## src/rtl/vt_sensor_scan_ctrl.sv

```systemverilog
// Scan sequencer for the VT-sensor RO bank: per masked RO it clears the ripple counter, opens a
// timed enable window, waits for the count to settle and hands it out over valid/ready.
module vt_sensor_scan_ctrl #(
  parameter int unsigned NUM_RO        = 9,
  parameter int unsigned CNT_W         = 16,
  parameter int unsigned WIN_W         = 16,
  parameter int unsigned RST_CYCLES    = 2,
  parameter int unsigned SETTLE_CYCLES = 4
) (
  input  logic              i_clk,
  input  logic              i_rst,
  input  logic              i_start,
  input  logic              i_abort,
  input  logic [NUM_RO-1:0] i_ro_mask,
  input  logic [WIN_W-1:0]  i_window_cycles,
  input  logic [CNT_W-1:0]  i_cnt_in,
  output logic              o_sensor_en,
  output logic              o_cnt_rst,
  output logic [NUM_RO-1:0] o_ro_onehot,
  output logic [3:0]        o_ro_sel,
  output logic              o_res_valid,
  input  logic              i_res_ready,
  output logic [3:0]        o_res_idx,
  output logic [CNT_W-1:0]  o_res_cnt,
  output logic              o_busy,
  output logic              o_done
);

  typedef enum logic [2:0] {StIdle, StClr, StWin, StSettle, StCap, StNext} state_e;

  localparam logic [WIN_W-1:0]  RST_LOAD    = WIN_W'(RST_CYCLES - 1);
  localparam logic [WIN_W-1:0]  SETTLE_LOAD = WIN_W'(SETTLE_CYCLES - 1);
  localparam logic [NUM_RO-1:0] ONEHOT_LSB  = {{(NUM_RO-1){1'b0}}, 1'b1};

  function automatic logic [3:0] lowest_idx(input logic [NUM_RO-1:0] m);
    lowest_idx = '0;
    for (int i = NUM_RO - 1; i >= 0; i--) begin
      if (m[i]) lowest_idx = 4'(i);
    end
  endfunction

  state_e             r_state, w_state_d;
  logic [WIN_W-1:0]   r_cnt, w_cnt_d;
  logic [WIN_W-1:0]   r_win, w_win_d;
  logic [NUM_RO-1:0]  r_mask, w_mask_d;
  logic               r_sensor_en, w_sensor_en_d;
  logic               r_cnt_rst, w_cnt_rst_d;
  logic [NUM_RO-1:0]  r_ro_onehot, w_ro_onehot_d;
  logic [3:0]         r_ro_sel, w_ro_sel_d;
  logic               r_res_valid, w_res_valid_d;
  logic [3:0]         r_res_idx, w_res_idx_d;
  logic [CNT_W-1:0]   r_res_cnt, w_res_cnt_d;
  logic               r_busy, w_busy_d;
  logic               r_done, w_done_d;
  logic [3:0]         w_start_idx, w_rem_idx;

  assign w_start_idx = lowest_idx(i_ro_mask);
  // r_mask has already-served ROs cleared, so its lowest bit is the next RO above the current one
  assign w_rem_idx   = lowest_idx(r_mask);

  always_comb begin
    w_state_d     = r_state;
    w_cnt_d       = r_cnt;
    w_win_d       = r_win;
    w_mask_d      = r_mask;
    w_sensor_en_d = r_sensor_en;
    w_cnt_rst_d   = r_cnt_rst;
    w_ro_onehot_d = r_ro_onehot;
    w_ro_sel_d    = r_ro_sel;
    w_res_valid_d = r_res_valid;
    w_res_idx_d   = r_res_idx;
    w_res_cnt_d   = r_res_cnt;
    w_busy_d      = r_busy;
    w_done_d      = 1'b0;

    case (r_state)
      StIdle: begin
        if (i_start) begin
          w_mask_d = i_ro_mask;
          w_win_d  = (i_window_cycles == '0) ? WIN_W'(1) : i_window_cycles;
          if (i_ro_mask != '0) begin
            w_state_d     = StClr;
            w_ro_sel_d    = w_start_idx;
            w_ro_onehot_d = ONEHOT_LSB << w_start_idx;
            w_cnt_rst_d   = 1'b1;
            w_busy_d      = 1'b1;
            w_cnt_d       = RST_LOAD;
          end else begin
            w_done_d = 1'b1;
          end
        end
      end
      StClr: begin
        if (r_cnt == '0) begin
          w_state_d     = StWin;
          w_cnt_rst_d   = 1'b0;
          w_sensor_en_d = 1'b1;
          w_cnt_d       = r_win - WIN_W'(1);
        end else begin
          w_cnt_d = r_cnt - WIN_W'(1);
        end
      end
      StWin: begin
        if (r_cnt == '0) begin
          w_state_d     = StSettle;
          w_sensor_en_d = 1'b0;
          w_cnt_d       = SETTLE_LOAD;
        end else begin
          w_cnt_d = r_cnt - WIN_W'(1);
        end
      end
      StSettle: begin
        if (r_cnt == '0) begin
          w_state_d     = StCap;
          w_res_valid_d = 1'b1;
          w_res_cnt_d   = i_cnt_in;
          w_res_idx_d   = r_ro_sel;
        end else begin
          w_cnt_d = r_cnt - WIN_W'(1);
        end
      end
      StCap: begin
        if (r_res_valid && i_res_ready) begin
          w_state_d     = StNext;
          w_res_valid_d = 1'b0;
          w_mask_d      = r_mask & ~r_ro_onehot;
        end
      end
      StNext: begin
        if (r_mask != '0) begin
          w_state_d     = StClr;
          w_ro_sel_d    = w_rem_idx;
          w_ro_onehot_d = ONEHOT_LSB << w_rem_idx;
          w_cnt_rst_d   = 1'b1;
          w_cnt_d       = RST_LOAD;
        end else begin
          w_state_d     = StIdle;
          w_done_d      = 1'b1;
          w_ro_onehot_d = '0;
          w_ro_sel_d    = '0;
          w_busy_d      = 1'b0;
        end
      end
      default: w_state_d = StIdle;
    endcase

    if (i_abort && (r_state != StIdle)) begin
      w_state_d     = StIdle;
      w_sensor_en_d = 1'b0;
      w_cnt_rst_d   = 1'b0;
      w_ro_onehot_d = '0;
      w_ro_sel_d    = '0;
      w_res_valid_d = 1'b0;
      w_busy_d      = 1'b0;
      w_done_d      = 1'b0;
    end
  end

  always_ff @(posedge i_clk) begin
    if (i_rst) begin
      r_state     <= StIdle;
      r_cnt       <= '0;
      r_win       <= '0;
      r_mask      <= '0;
      r_sensor_en <= 1'b0;
      r_cnt_rst   <= 1'b0;
      r_ro_onehot <= '0;
      r_ro_sel    <= '0;
      r_res_valid <= 1'b0;
      r_res_idx   <= '0;
      r_res_cnt   <= '0;
      r_busy      <= 1'b0;
      r_done      <= 1'b0;
    end else begin
      r_state     <= w_state_d;
      r_cnt       <= w_cnt_d;
      r_win       <= w_win_d;
      r_mask      <= w_mask_d;
      r_sensor_en <= w_sensor_en_d;
      r_cnt_rst   <= w_cnt_rst_d;
      r_ro_onehot <= w_ro_onehot_d;
      r_ro_sel    <= w_ro_sel_d;
      r_res_valid <= w_res_valid_d;
      r_res_idx   <= w_res_idx_d;
      r_res_cnt   <= w_res_cnt_d;
      r_busy      <= w_busy_d;
      r_done      <= w_done_d;
    end
  end

  assign o_sensor_en = r_sensor_en;
  assign o_cnt_rst   = r_cnt_rst;
  assign o_ro_onehot = r_ro_onehot;
  assign o_ro_sel    = r_ro_sel;
  assign o_res_valid = r_res_valid;
  assign o_res_idx   = r_res_idx;
  assign o_res_cnt   = r_res_cnt;
  assign o_busy      = r_busy;
  assign o_done      = r_done;

endmodule

```

## config.mk

```make
export PLATFORM = sky130hd
export DESIGN_NAME = vt_sensor_scan_ctrl
export DESIGN_NICKNAME = d
export VERILOG_FILES = /design/src/rtl/vt_sensor_scan_ctrl.sv
export SDC_FILE = /design/constraint.sdc
export NUM_CORES = 1
export LEC_CHECK = 0
export ABC_AREA = 1
export CORE_ASPECT_RATIO = 1.2
export CORE_MARGIN = 2
export CORE_UTILIZATION = 48
export DETAILED_ROUTE_END_ITERATION = 12
export PLACE_DENSITY = 0.77
export SLEW_MARGIN = 20
export SYNTH_ARGS = -nofsm -noshare
export SYNTH_HDL_FRONTEND = slang
export SYNTH_SLANG_ARGS = --single-unit
```

## constraint.sdc

```tcl
create_clock -name i_clk -period 1.5 [get_ports i_clk]
set_input_delay 0.3 -clock i_clk [delete_from_list [all_inputs] [get_ports i_clk]]
set_output_delay 0.3 -clock i_clk [all_outputs]
set_load 0.05 [all_outputs]
```

==> results by group <==
Floorplanning
  – Die height: 111.4 um
  – Die width: 93.51 um
  – Core area: 9418 um2
  – Row Count: 39
  – Initial Util: 49.00%
  – Io pins: 84
  – Total die area: 10420 um2

Synth
  – Seq/Total Area, Yosys: 35.57%
  – Synth Area per Inst: 6.611 um2
  – Post-synthesis net count: 747
  – Synthesis Warnings: 0
  – Mapped Cells: 698
  – Top_reg_cell synth: dfxtp_1
  – Asr flop ratio synth: 0%
  – Register bit total from synthesis: 82
  – Cell area after synthesis: 4614 um2
  – Number of synthesized flops with an enable pin: 0
  – Netlist cell types: 39

Cells and area
  – N_diodes: 0
  – Final #Nets: 954
  – Commonest non-fill, non-tap cell in the layout: buf_4
  – Layout area overhead: 74.38%
  – Share of cells above drive strength 1: 40.66%
  – Final Util: 85.44%
  – Most frequent cells in the layout: 107 x buf_4, 106 x nand2_1, 83 x nor2_1

CTS
  – Clk root buf: clkbuf_16
  – CTS tree: built
  – Worst skew pair latency: 0.36 ns
  – Worst-path clk slew: 0.07 ns
  – Hold_buf cts: 0
  – Cts bufs inserted: 9
  – H-tree depth: 3
  – Clock Sinks: 82
  – Max Buffers Root-to-Sink: 2

Power and ir drop
  – Power consumption: 19.09 mW
  – Leak: 3.581 nW
  – Power per Cell Area: 2373 nW/um2
  – Maximum VDD drop: 0.001746 V

Hold path
  – Hold Path Class: in2reg
  – Hold depth: 4

Placement
  – GP Congestion: 0.9577
  – Post-DP HPWL: 11160 um
  – I/O Buffers: 83

Timing
  – Final worst slack: -0.4949 ns
  – Worst-Margin Slew: 0.4593 ns
  – Slew Limit Fails: 0
  – Fmax: 0.5013 GHz
  – Final Setup Violations: 82
  – Minimum clock period: 1.995 ns
  – TNS Setup: -17.84 ns
  – Final Hold Vio Count: 0
  – Worst slew margin: 69.34%
  – Unrepaired setup endpoints after global routing: yes
  – Hold Slack: 0.4945 ns
  – Clk_skew: 0.006402 ns
  – Fin crit share: 133.0%

Worst setup path
  – R2R Setup Slk: -0.49 ns
  – CP max FO: 7
  – Critical path, cell by cell: nor2_1, nand3_1, nor2_2, nand2_1, nand2_1, nand2_1, nand2_8, clkbuf_16, nand2_4, a21oi_2
  – Buffers and inverters on the worst path: 1
  – CP Data Required Time: 1.79 ns
  – WP depth: 10
  – CP Class: reg2reg
  – Worst-path cell with the longest stage delay: dfxtp_1
  – Worst path arrival time: 2.29 ns
  – Worst setup EP type: flip-flop
  – CP delay by family, top: simple AND/OR/NAND/NOR gates
  – Slowest Stage Delay on Critical Path: 0.33 ns
  – Crit start category: flip-flop
  – Crit-path most repeated cell: nand2_1
  – Worst r2r path cells: 10

Detailed routing
  – Met2 routed WL: 10830 um
  – Avg Vias per Cell: 6.257
  – TritonRoute pass-1 iters: 6
  – Met1 wire length: 7287 um
  – DRC errors left: 0
  – Met3 wire length: 2272 um
  – Iter 0 DRT Violations: 763
  – Vias after detailed routing: 6463
  – Drt total wl: 22300 um
  – DRT antenna net count: 0
  – Wire per inst: 21.59 um
  – Top Layer Used: met4

Outcome
  – Violated checks: negative setup slack
  – Status: complete, but fails checks

Global routing
  – Largest net degree at the start of global routing: 29
  – Initial antenna violation count: 0
  – First-pass GRT wire length: 26850 um
  – GR Overflow Total: 0
  – GRT Resource Usage Total: 31.87%
  – Vias in the first global route: 5724

Run
  – Max cap viols: 0
[synth_stat cells, types with 2 or more instances]
cell	count	area [um2]
o211ai_1	3	22.52
nand2_2	6	37.54
inv_2	10	37.54
dfxtp_1	82	1642
o22ai_1	4	25.02
nand3b_1	2	15.01
a211oi_2	4	50.05
buf_6	3	33.78
xnor2_1	5	43.79
inv_1	73	274.0
nand2_1	140	525.5
clkbuf_1	11	41.29
a211oi_1	6	45.04
o21ai_0	56	280.3
nor2_1	113	424.2
nand2_4	2	22.52
o21ai_1	9	45.04
nor2_4	7	78.83
a21oi_1	40	200.2
nor3_1	24	120.1
nor4_1	4	25.02
ha_1	3	37.54
a21oi_2	10	87.58
xor2_1	6	52.55
nor2_2	7	43.79
o21bai_1	2	15.01
buf_2	7	35.03
nand4_1	10	62.56
nand3_1	39	195.2
[through the flow]
step | cells | worst slack (ns) | instance area (um2)
finish | 1033 | -0.4949 | 8046
global route | 1033 | -0.5657 | 8046
CTS | 1011 | -0.2477 | 7198
detailed placement | 982 | -0.6229 | 6684
global placement | 982 | -0.4905 | 6684
floorplan | 698 | -0.07890 | 4643
[logic make-up (layout without fill, tap and decap cells)]
group                      count (synthesis)  after routing  synth area share (%)
adders and majority gates                  3              3                0.8135
DFF                                       82             82                 35.57
xor gates and xnor gates                  11             11                 2.088
AOI/OAI and AO/OA                        138            138                 17.38
and+or+nand+nor                          358            359                 34.52
buffers and inverters                    106            317                 9.626
[worst reg2reg max path, delay by kind of cell, from the launching register on]
family	cells	cell delay, ns
buffers and inverters	1	0.19
AO/OA/AOI/OAI	1	0.13
flip-flops	1	0.33
AND/OR/NAND/NOR	8	1.28
[layout make-up]
cell class	count	area (um2)
clock inverter	7	123.9
multi-input combinational	511	3132
sequential	82	1654
tap	123	153.9
timing repair buffer	216	2389
timing repair inverter	2	15.01
fill	427	1371
clock buffer	9	225.2
inverter	83	354.1
[power by group]
| group | switching [mW] | internal (mW) |
|---|---|---|
| combinational | 7.82 | 5.20 |
| clock | 1.03 | 1.65 |
| sequential | 0.661 | 2.74 |
[sequential cells by signal (all words and copies together) (netlist names)]
register	cells
o_res_valid	1
o_ro_sel	4
o_cnt_rst	1
o_res_cnt	16
o_done	1
o_ro_onehot	9
r_state	3
o_sensor_en	1
r_win	16
o_res_idx	4
r_mask	9
o_busy	1
r_cnt	16
[per-layer routing]
| layer | up-vias | GRT usage (%) |
|---|---|---|
| met4 | 0 | 15.78 |
| met1 | 3006 | 36.45 |
| met3 | 202 | 7.307 |
| met2 | 565 | 55.11 |
| met5 | - | 0 |
| li1 | 2690 | - |
[path summary, 6_finish.rpt]
path / to / start
max: r_cnt[13]$_SDFFE_PP0P_ / r_mask[6]$_SDFFE_PP0P_
min: r_mask[2]$_SDFFE_PP0P_ / i_ro_mask[2]
max reg2reg: r_cnt[13]$_SDFFE_PP0P_ / r_mask[6]$_SDFFE_PP0P_
min reg2reg: r_win[15]$_SDFFE_PP0P_ / r_win[15]$_SDFFE_PP0P_
[repair_timing]
| action | CTS | global route |
|---|---|---|
| resized for setup | 37 | 198 |
| pin swaps | 15 | 49 |
| endpoints found under the setup margin | 60 | 80 |
| gates cloned | 0 | 8 |
| buffers inserted | 13 | 15 |
Note: power is estimated with default switching activity, not from simulation.
